===== src/rtl/tone_decoder.sv =====
// Tone decoder: classifies a looped-back square wave as high, low or unknown tone.
// Optional input glitch filter enabled with `define TONE_DEC_GLITCH_FILTER_EN.
module tone_decoder #(
   parameter int HI_MIN    = 61440,
   parameter int HI_MAX    = 69632,
   parameter int LO_MIN    = 245760,
   parameter int LO_MAX    = 278528,
   parameter int TIMEOUT   = 524288,
   parameter int MATCH_CNT = 3
) (
   input  logic        clk,
   input  logic        rst_n,
   input  logic        tone_in,
   output logic [1:0]  tone_code,
   output logic        tone_valid,
   output logic [19:0] period,
   output logic [4:1]  led
);

   typedef enum logic [1:0] {
      IDLE,
      MEASURE,
      LOCKED
   } state_t;

   localparam int SW = $clog2(MATCH_CNT + 1);

   localparam logic [1:0]    C_LO   = 2'b01;
   localparam logic [1:0]    C_HI   = 2'b10;
   localparam logic [1:0]    C_UNK  = 2'b11;
   localparam logic [20:0]   HI_LB  = 21'(HI_MIN);
   localparam logic [20:0]   HI_UB  = 21'(HI_MAX);
   localparam logic [20:0]   LO_LB  = 21'(LO_MIN);
   localparam logic [20:0]   LO_UB  = 21'(LO_MAX);
   localparam logic [19:0]   TO_M1  = 20'(TIMEOUT - 1);
   localparam logic [19:0]   CNT_MX = '1;
   localparam logic [SW-1:0] MC     = SW'(MATCH_CNT);

   state_t        state;
   logic          s1;
   logic          s2;
   logic          lvl;
   logic          lvl_q;
   logic          rise;
   logic [19:0]   cnt;
   logic [20:0]   p_full;
   logic [1:0]    cls;
   logic [1:0]    cand;
   logic [SW-1:0] streak;
   logic [SW-1:0] nstreak;

`ifdef TONE_DEC_GLITCH_FILTER_EN
   logic h1;
   logic h2;

   always_ff @(posedge clk) begin
      if (!rst_n) begin
         h1 <= 1'b0;
         h2 <= 1'b0;
      end else begin
         h1 <= s2;
         h2 <= h1;
      end
   end

   // level only moves once three consecutive samples agree
   assign lvl = (s2 == h1 && h1 == h2) ? s2 : lvl_q;
`else
   assign lvl = s2;
`endif

   assign rise = lvl & ~lvl_q;

   always_comb begin
      p_full  = {1'b0, cnt} + 21'd1;
      cls     = C_UNK;
      nstreak = SW'(1);
      if (p_full >= HI_LB && p_full <= HI_UB) begin
         cls = C_HI;
      end else if (p_full >= LO_LB && p_full <= LO_UB) begin
         cls = C_LO;
      end
      if (cls == cand) begin
         nstreak = (streak >= MC) ? MC : streak + 1'b1;
      end
   end

   always_ff @(posedge clk) begin
      if (!rst_n) begin
         state      <= IDLE;
         s1         <= 1'b0;
         s2         <= 1'b0;
         lvl_q      <= 1'b0;
         cnt        <= '0;
         streak     <= '0;
         cand       <= 2'b00;
         tone_code  <= 2'b00;
         tone_valid <= 1'b0;
         period     <= '0;
      end else begin
         s1    <= tone_in;
         s2    <= s1;
         lvl_q <= lvl;
         if (rise) begin
            cnt <= '0;
         end else if (cnt != CNT_MX) begin
            cnt <= cnt + 1'b1;
         end
         unique case (state)
            IDLE: begin
               if (rise) begin
                  state <= MEASURE;
               end
            end
            MEASURE, LOCKED: begin
               if (rise) begin
                  period <= p_full[20] ? CNT_MX : p_full[19:0];
                  cand   <= cls;
                  streak <= nstreak;
                  if (nstreak == MC) begin
                     tone_code  <= cls;
                     tone_valid <= (cls != C_UNK);
                     state      <= LOCKED;
                  end
               end else if (cnt == TO_M1) begin
                  state      <= IDLE;
                  tone_code  <= 2'b00;
                  tone_valid <= 1'b0;
                  streak     <= '0;
               end
            end
            default: state <= IDLE;
         endcase
      end
   end

   assign led[1] = ~(tone_code == C_HI);
   assign led[2] = ~(tone_code == C_LO);
   assign led[3] = ~(tone_code == C_UNK);
   assign led[4] = ~tone_valid;

endmodule


===== config.mk =====
export PLATFORM = sky130hd
export DESIGN_NAME = tone_decoder
export DESIGN_NICKNAME = d
export VERILOG_FILES = /design/src/rtl/tone_decoder.sv
export SDC_FILE = /design/constraint.sdc
export NUM_CORES = 1
export LEC_CHECK = 0
export ABC_CLOCK_PERIOD_IN_PS = 3850
export CORE_ASPECT_RATIO = 1.4
export CORE_MARGIN = 3
export CORE_UTILIZATION = 58
export CTS_BUF_LIST = sky130_fd_sc_hd__clkbuf_8
export DETAILED_ROUTE_END_ITERATION = 8
export HOLD_SLACK_MARGIN = 0.1
export PLACE_DENSITY = 0.88
export SLEW_MARGIN = 10
export SYNTH_ARGS = -nofsm -noshare
export SYNTH_HDL_FRONTEND = slang
export SYNTH_SLANG_ARGS = --single-unit

===== constraint.sdc =====
create_clock -name clk -period 3.85 [get_ports clk]
set_input_delay 0.77 -clock clk [delete_from_list [all_inputs] [get_ports clk]]
set_output_delay 0.77 -clock clk [all_outputs]
set_load 0.02 [all_outputs]

==> flow_metrics.py <==
metrics = {
    "run_status": {
        "status": "finished, final reports clean",
    },
    "timing": {
        "finalHoldViolCount": 0,
        "period_share": 0.882,
        "tightest_slew_ns": 0.689,
        "maxSlewHeadroom": 0.540,
        "max_freq_ghz": 0.294,
        "setup_viol": 0,
        "fin_tns_setup_ns": 0,
        "min_period_ns": 3.40,
        "rsz0062_at_grt": "false",
        "finalMaxSlewViolations": 0,
        "skew_ns": 0.0161,
        "setup_ws_ns": 0.452,
    },
    "yosys": {
        "async_flop_share": 0,
        "yosysUniqueCellTypes": 56,
        "ys_ff_latch": 52,
        "syn_inst": 333,
        "avgSynthCellArea_um2": 8.32,
        "synth-compound-area-share": 0.166,
        "netlist_area_mm2": 0.00277,
        "syn_nets": 338,
        "muxShareOfSynthArea": 0.0108,
        "ys_warn_count": 0,
        "synthAdderAreaFrac": 0.00903,
        "synth_common_cells": "52 x dfxtp_1, 49 x nor2_1, 47 x nand2_1",
        "netlist.area_leader.share": 0.376,
        "synth_largest_area_cell": "dfxtp_1",
        "synth_xor_xnor_area_share": 0.0908,
        "yosys.area_share.simple": 0.298,
        "synthTopCellsByArea": "dfxtp_1 38%, nor2_1 6.6%, o211a_1 6.5%",
        "ys_seq_area_frac": 0.376,
        "yosysMostFrequentCell": "dfxtp_1",
        "ys.flop_type": "dfxtp_1",
        "synth_top_family_by_area": "simple AND/OR/NAND/NOR gates",
        "synth_edf_count": 0,
    },
    "clocking": {
        "cts_htree_levels": 2,
        "cts_tree": "yes",
        "cts_resized": 0,
        "clockBufferDepth": 2,
        "clkSlewWorstSetupHoldPaths_ns": 0.10,
        "clk_latency_ns": 0.31,
        "numCtsBuffers": 5,
        "clockRootBuffer": "clkbuf_8",
        "holdBufCountCts": 0,
        "clock_sinks": 52,
        "postCtsSetupBuffers": 0,
    },
    "detailed_routing": {
        "drc": 0,
        "routed_wl_um": 6030,
        "antenna_left": 0,
        "drt_iter0_markers": 138,
        "wl_per_cell_um": 14.7,
        "detail_route.vias_per_cell": 5.81,
        "vias": 2382,
        "firstDrtPassIters": 4,
    },
    "global_routing": {
        "grt_overflow": 0,
        "grt_usage": 0.230,
        "grt_pass1_vias": 2271,
        "antenna_found_initial": 0,
        "grt_pass1_wl_um": 10200,
        "grt_max_degree": 32,
    },
    "power": {
        "power.density_mw_per_mm2": 291,
        "fin_total_pwr_uw": 910,
        "vdd_drop_max_mv": 0.314,
        "p_leak_nw": 1.29,
    },
    "layout": {
        "fill_cells": 386,
        "layout.cells.non_filler": 410,
        "num_antenna_cells": 0,
        "nets": 352,
        "syn_to_final_growth_pct": 13.0,
        "final_area_mm2": 0.00313,
        "drive_gt1_frac": 0.0747,
    },
    "die": {
        "core-area_mm2": 0.00457,
        "die-height_um": 87.8,
        "start_util": 0.606,
        "num_rows": 29,
        "fp.dieW_um": 64.4,
        "die_area_mm2": 0.00565,
        "num_io_pins": 30,
    },
    "setup_path": {
        "crit_fanout": 11,
        "path_cells": "ha_1, nand3_4, or4_4, or3_1, o31ai_1, a31o_1, nand2_1, a32o_2, xor2_2, o311ai_0, o41ai_1",
        "slowest_delay_ns": 0.63,
        "cp_data_arrival_time_ns": 3.59,
        "worstPathRequired_ns": 4.04,
        "r2r_slack_ns": 0.45,
        "cpMaxStageDelayCell": "or4_4",
        "critPathCaptureType": "register",
        "critPathKind": "register to register",
        "startpoint_type": "register",
    },
    "placed_design": {
        "portBuffers": 29,
        "gp_congestion": 0.935,
        "pre_cts_ws_ns": 0.479,
        "place_inst": 402,
        "hpwl_um": 4570,
        "placed_cell_area_mm2": 0.00304,
    },
    "flow_run": {
        "drv_cap": 0,
    },
    "min_path": {
        "hold_path.class": "register to register",
    },
}
==> cell families (layout without fill, tap and decap cells) <==
family,count (synthesis),count (layout)
XOR/XNOR,27,27
buffers and inverters,32,47
flip-flops,52,52
AND/OR/NAND/NOR,160,160
multiplexers,3,3
adder cells (fa/ha/maj),2,2
AO/OA/AOI/OAI,57,57
==> final timing paths <==
path	from	to	depth (start not counted)
worst max-delay path	cnt[0]$_SDFFE_PP0P_	tone_valid$_SDFFE_PN0P_	11
worst min register to register	s1$_SDFF_PN0_	lvl$_SDFF_PN0_	1
worst min-delay path	s1$_SDFF_PN0_	lvl$_SDFF_PN0_	1
worst max register to register	cnt[0]$_SDFFE_PP0P_	tone_valid$_SDFFE_PN0P_	11
==> per-layer routing <==
layer  part of all wire  up-vias  track usage
li1                   -     1181            -
met1               0.38     1135        0.234
met2               0.55       56        0.441
met3              0.042       10       0.0552
met4              0.020        0        0.102
met5                  0        -            0
==> sequential cells by signal (all words and copies together) (netlist names) <==
| register | flops |
|---|---|
| cand | 2 |
| cnt | 20 |
| lvl | 1 |
| lvl_q | 1 |
| period | 20 |
| s1 | 1 |
| state | 2 |
| streak | 2 |
| tone_code | 2 |
| tone_valid | 1 |
==> metrics by stage <==
| step | hold WS (ns) | util |
|---|---|---|
| after detailed placement | 0.422 | 0.666 |
| after floorplan | 0.412 | - |
| after global placement | 0.413 | 0.666 |
| final | 0.439 | 0.685 |
| after global routing | 0.469 | 0.685 |
| after CTS | 0.443 | 0.685 |
==> power by group <==
part	internal, mW	switching, mW	total, mW	leakage (nW)
logic	0.0191	0.0286	0.0477	0.824
registers	0.544	0.00636	0.551	0.420
clock network	0.127	0.185	0.312	0.0497
==> cell usage in the layout, fill, tap and decap left out, types with 2 or more instances in the layout <==
cell	count
and2_1	12
nand4_1	5
nor2b_1	4
nor3b_1	2
nand2b_1	3
o41ai_1	2
a31oi_1	2
xor2_1	7
dfxtp_1	52
nor4_1	2
or3_1	2
nor3_1	4
nor4b_1	2
nand3_1	13
nand2_1	47
and3_1	4
inv_1	9
ha_1	2
nand3_4	2
nor2_1	49
mux2i_1	3
o21ai_0	9
xnor2_1	18
a21oi_1	6
clkdlybuf4s50_1	29
buf_4	2
o31ai_1	2
nor4_2	3
o311ai_0	3
o211a_1	18
clkbuf_8	5
==> layout make-up <==
class                           count  area (um2)  area share
Tap cell                           62        77.6      0.0248
Clock inverter                      3        17.5     0.00560
Sequential cell                    52        1040       0.333
Clock buffer                        5        68.8      0.0220
Inverter                            8        30.0     0.00959
Multi-Input combinational cell    249        1590       0.508
Timing Repair Buffer               31         305      0.0975
==> critical path: cells and delay by family, from the launching register on <==
kind	cells	cell delay, ns
adders and majority gates	1	0.33
DFF	1	0.43
AOI/OAI and AO/OA	5	1.10
xor gates and xnor gates	1	0.18
and+or+nand+nor	4	1.23
Note: power is estimated with default switching activity, not from simulation.
